File: src/rtl/btn_debounce3.sv
// btn_debounce3: three independent push-button debouncers, each a 4-state FSM with a 2^N-cycle window.
// Define BTN_DEBOUNCE3_SYNC_EN to put a two-flop synchroniser in front of each channel.
module btn_debounce3 #(
    parameter int N = 20
) (
    input  logic       clk,
    input  logic       reset,
    input  logic [2:0] btn,
    output logic [2:0] db_level,
    output logic [2:0] db_tick
);
    typedef enum logic [1:0] {ZERO, WAIT1, ONE, WAIT0} state_t;
    logic [2:0] fin;
`ifdef BTN_DEBOUNCE3_SYNC_EN
    logic [2:0] sync_a, sync_b;
    always_ff @(posedge clk) begin
        if (reset) begin
            sync_a <= '0;
            sync_b <= '0;
        end else begin
            sync_a <= btn;
            sync_b <= sync_a;
        end
    end
    assign fin = sync_b;
`else
    assign fin = btn;
`endif
    genvar c;
    generate
        for (c = 0; c < 3; c++) begin : g_ch
            state_t       state;
            logic [N-1:0] cnt;
            logic         level, tick;
            // Level and tick only change on a completed window, so bounce aborts are silent.
            always_ff @(posedge clk) begin
                if (reset) begin
                    state <= ZERO;
                    cnt   <= '0;
                    level <= 1'b0;
                    tick  <= 1'b0;
                end else begin
                    tick <= 1'b0;
                    case (state)
                        ZERO: if (fin[c]) begin
                            state <= WAIT1;
                            cnt   <= '0;
                        end
                        WAIT1: if (!fin[c]) state <= ZERO;
                        else if (cnt == '1) begin
                            state <= ONE;
                            level <= 1'b1;
                            tick  <= 1'b1;
                        end else cnt <= cnt + 1'b1;
                        ONE: if (!fin[c]) begin
                            state <= WAIT0;
                            cnt   <= '0;
                        end
                        WAIT0: if (fin[c]) state <= ONE;
                        else if (cnt == '1) begin
                            state <= ZERO;
                            level <= 1'b0;
                        end else cnt <= cnt + 1'b1;
                    endcase
                end
            end
            assign db_level[c] = level;
            assign db_tick[c]  = tick;
        end
    endgenerate
endmodule

File: config.mk
export PLATFORM = sky130hd
export DESIGN_NAME = btn_debounce3
export DESIGN_NICKNAME = d
export VERILOG_FILES = /design/src/rtl/btn_debounce3.sv
export SDC_FILE = /design/constraint.sdc
export NUM_CORES = 1
export LEC_CHECK = 0
export CORE_UTILIZATION = 40
export CTS_CLUSTER_DIAMETER = 40
export DETAILED_ROUTE_END_ITERATION = 16
export PLACE_DENSITY_LB_ADDON = 0.2
export SETUP_SLACK_MARGIN = 0.02
export SKIP_LAST_GASP = 1
export SYNTH_ARGS = -nofsm -noshare
export SYNTH_HDL_FRONTEND = slang
export SYNTH_SLANG_ARGS = --single-unit
File: constraint.sdc
create_clock -name clk -period 1.97 [get_ports clk]
set_clock_uncertainty 0.2 [all_clocks]
set_input_delay 0.2955 -clock clk [delete_from_list [all_inputs] [get_ports clk]]
set_output_delay 0.2955 -clock clk [all_outputs]
set_load 0.05 [all_outputs]
==> results by stage <==
STA:
- The hold violation total from the final report is 0.
- For the final routed database, the setup TNS stands at -1.475 ps.
- At the pin with the least slew margin, the transition time is between 400 and 500 ps.
- Setup violations remaining at the end of the flow were counted as 1.
- Setup repair after global routing could not meet its margin everywhere.
- The post-route worst setup slack is -1.475 ps.
- The final count of pins violating max slew was 0.
- The maximum frequency from static timing analysis is 507.2 MHz.
- The period utilization is 100.1%.
- The time the final worst path needs with I/O delays and setup is 1971 ps.
- The max-slew headroom at the worst pin is about two thirds.

Yosys:
- The flip-flop cell with the highest count after synthesis is sky130_fd_sc_hd__dfxtp_1.
- The number of warnings issued by yosys is 0.
- The share of synthesized cell area in full adder, half adder and majority cells is 0.9807%.
- The synthesized netlist devotes 30.99% of its cell area to simple gates.
- Of the post-synthesis cell area, the part taken by muxes is 1.406%.
- The number of nets produced by synthesis is 458.
- Of the total synthesized cell area, the portion taken by XOR and XNOR cells is 7.944%.
- The fraction of the mapped netlist area in compound gates is 16.15%.
- Each instance of the synthesized netlist takes up on average 8.505 um^2.
- Summed over all instances, the cell type with the most area after synthesis is sky130_fd_sc_hd__dfxtp_1.
- The share of the synthesized area in the top cell type is 37.66%.
- Counting flops and latches in the post-synthesis netlist gives 72.
- Synthesis handed over a netlist of 450 instances.
- The number of flops mapped to enable cells by yosys is 0.
- Summing every instance area after synthesis gives 3827 um^2.
- The library cell with the highest instance count after synthesis is sky130_fd_sc_hd__dfxtp_1.
- The largest family of logic cells by synthesized area is simple AND/OR/NAND/NOR gates.
- By count the netlist is led by 72 x sky130_fd_sc_hd__dfxtp_1, 49 x sky130_fd_sc_hd__nor2_1, 37 x sky130_fd_sc_hd__nand2_1.
- The sequential area share after synthesis is 37.66%.
- The share of async-settable or async-resettable flops after synthesis is 0%.
- Ranked by total cell area, the synthesized netlist is headed by sky130_fd_sc_hd__dfxtp_1 38%, sky130_fd_sc_hd__nor2_1 4.8%, sky130_fd_sc_hd__xnor2_1 4.8%.
- The count of different cell masters after synthesis is 61.

Worst hold path:
- The min-delay analysis places its worst path in the category reg2reg.

Floorplanning:
- The starting utilization of the core area is 41.42%.
- The total area inside the core boundary comes to 9240 um^2.
- The horizontal die dimension is 99.82 um.
- The die extent in y is 99.82 um.
- During I/O placement, the number of pins put on the boundary was 11.
- The overall die area is approximately 10000 um^2.
- After floorplanning, the core was divided into 35 placement rows.

Power:
- In this run switching power makes up 24.90% of total power.
- Of the total power, registers draw 55.4%.
- The power density over the cells is 535.0 nW/um^2.
- The total net switching power is 663.0 uW.
- The total leakage power is 1.797 nW.
- The internal power is between 1.5 and 2 mW.
- The part of the total power dissipated in combinational logic is approximately 7.6%.
- The power share of the clock group is between 30 and 40%.
- IR analysis of the VDD net gives a maximum drop of 0.0002367 V.

Placed design:
- The global placer's final weighted congestion is 0.8630.
- After legalization and detailed placement, the total HPWL measured ~6600 um.
- Input and output buffers added on the ports amount to 10.
- Prior to clock tree synthesis, the placed netlist has a worst setup slack of -297.4 ps.

Setup path:
- At the worst endpoint, the required time is ~2100 ps.
- The nature of the critical path endpoint is a flop.
- The maximum fanout along the worst path is 7.
- The category of the most critical setup path is reg2reg.
- The data arrival time of the critical path is 2070 ps.
- The worst setup path is launched from a flop.

Final layout:
- The number of nets in the layout is 546.
- From synthesis to final layout, the design area changed by 30.01%.
- The share of cells above drive strength 1 is 29.70%.
- The layout has ~900 filler cells.
- For this run, the share of the core covered by cells in the final layout is 53.85%.
- The number of inserted diodes is 0.

CTS:
- The TritonCTS clock tree is yes.
- The tree is rooted in a sky130_fd_sc_hd__clkbuf_8.
- The clock tree synthesis step divided the H-tree into 3 levels.
- Clock latency on the worst-skew pair, taken at its later pin, is roughly 350 ps.
- Clock tree synthesis found a total of 72 sinks.
- The CTS buffer count is 9.
- The buffer depth of the longest clock path is 2.
- The total of hold buffers inserted after clock tree synthesis is 0.
- Clock-pin slew was measured on the worst setup and hold paths at approximately 80 ps.

Routing:
- The count of vias placed by the detailed router is 3575.
- The number of detailed-routing iterations run before antenna repair is 4.
- The per-cell via count in the routed design is 5.328.
- In the routed design, unresolved DRC markers number 0.
- The number of DRC violations after detailed-routing iteration 0 is 114.
- The detail route stage leaves a number of antenna-violating nets equal to 0.
- After detailed routing, the total wire length is 9301 um.
- The average detailed-routed wire length per instance is 13.86 um.

Global routing:
- The wire length of the first global-routing pass is around 16000 um.
- Entering global routing, the biggest net connects 32 pins.
- Global routing used 19.58% of the available tracks across all layers.
- The via count of the first global-routing pass is 3458.
- After global routing the overflow that remains totals 0.
- The number of antenna violations at the first check in global routing is 0.

Run:
- The max capacitance violation total is 0.

Run status:
- The final reports fail on negative setup slack.
- The run finished, with violations left.
critical path: stages (launching register included):
cell and delay [ps]:
sky130_fd_sc_hd__dfxtp_4 360, sky130_fd_sc_hd__ha_4 160, sky130_fd_sc_hd__nand3_4 80, sky130_fd_sc_hd__nor4_4 340, sky130_fd_sc_hd__buf_4 220, sky130_fd_sc_hd__nand3_2 70, sky130_fd_sc_hd__or3_1 380, sky130_fd_sc_hd__a21oi_2 110
per-layer routing:
metal / wire length [um] / track usage [%] / part of all wire, % / up-vias
li1: - / - / - / 1830
met3: 230 / 4.178 / 2.5 / 14
met5: 0 / 0 / 0 / -
met2: 4541 / 33.00 / 49 / 41
met4: 134 / 7.692 / 1.4 / 0
met1: 4394 / 24.41 / 47 / 1690
cell families after synthesis:
kind of cell	after synthesis
buffers and inverters	36
flip-flops	72
XOR/XNOR	33
AO/OA/AOI/OAI	93
AND/OR/NAND/NOR	208
multiplexers	5
adder cells (fa/ha/maj)	3
layout make-up:
cell class	instances	area, um^2	share of cell area, %
sequential	72	1454	29.22
tap	129	161.4	3.244
clock inverter	4	22.52	0.4526
inverter	8	30.03	0.6035
timing repair buffer	105	842.1	16.92
multi-input combinational	342	2335	46.92
clock buffer	11	131.4	2.640
power by group through the flow:
stage	clock network (mW)	logic, mW	registers [mW]
2_1_floorplan	0	0.0999	1.51
3_3_place_gp	0	0.189	1.51
3_5_place_dp	0	0.190	1.51
4_1_cts	1.03	0.196	1.47
5_1_grt	1.09	0.220	1.48
6_report	0.985	0.202	1.48
cell usage in the layout, fill, tap and decap left out, drive strengths merged, types with 4 or more instances in the layout:
master / netlist / layout
a21o: 4 / 4
a21oi: 32 / 32
a31oi: 8 / 8
and2: 4 / 4
and3: 10 / 10
and4: 10 / 10
buf: 14 / 98
clkbuf: 14 / 11
clkdlybuf4s50: 0 / 4
dfxtp: 72 / 72
inv: 8 / 8
nand2: 37 / 37
nand3: 26 / 26
nand3b: 4 / 4
nand4: 17 / 17
nor2: 49 / 49
nor3: 10 / 10
nor4: 16 / 16
o2111ai: 5 / 5
o21ai: 15 / 15
or3: 7 / 7
or4: 6 / 6
xnor2: 21 / 21
xor2: 12 / 12
per-stage QoR:
step / area [um^2] / hold WS (ps) / instances / power, mW
6_report: 4976 / 300.8 / 671 / 2.662
5_1_grt: 4976 / 320.4 / 671 / 2.787
4_1_cts: 4820 / 284.8 / 665 / 2.694
3_5_place_dp: 4611 / 274.5 / 645 / 1.698
3_3_place_gp: 4611 / 265.0 / 645 / 1.697
2_1_floorplan: 3861 / 236.5 / 450 / 1.608
flip-flops by register name, summed over array words and instances (netlist names), named ones only:
register / count
g_ch.level: 3
g_ch.tick: 3
g_ch.state: 3
g_ch.cnt: 60
repair_timing:
action / in CTS / in global routing
pin swaps: 7 / 19
setup endpoints to repair: 15 / 42
setup buffers: 5 / 6
gates resized for setup: 8 / 27
final timing paths:
kind / start / endpoint / slack (ps) / cells after the start
max: g_ch[1].cnt[1] / g_ch[1].cnt[16] / -1 / 7
min: flop / flop / 300 / 2
max reg2reg: g_ch[1].cnt[1] / g_ch[1].cnt[16] / -1 / 7
min reg2reg: flop / flop / 300 / 2
(Power assumes the default switching activity.)
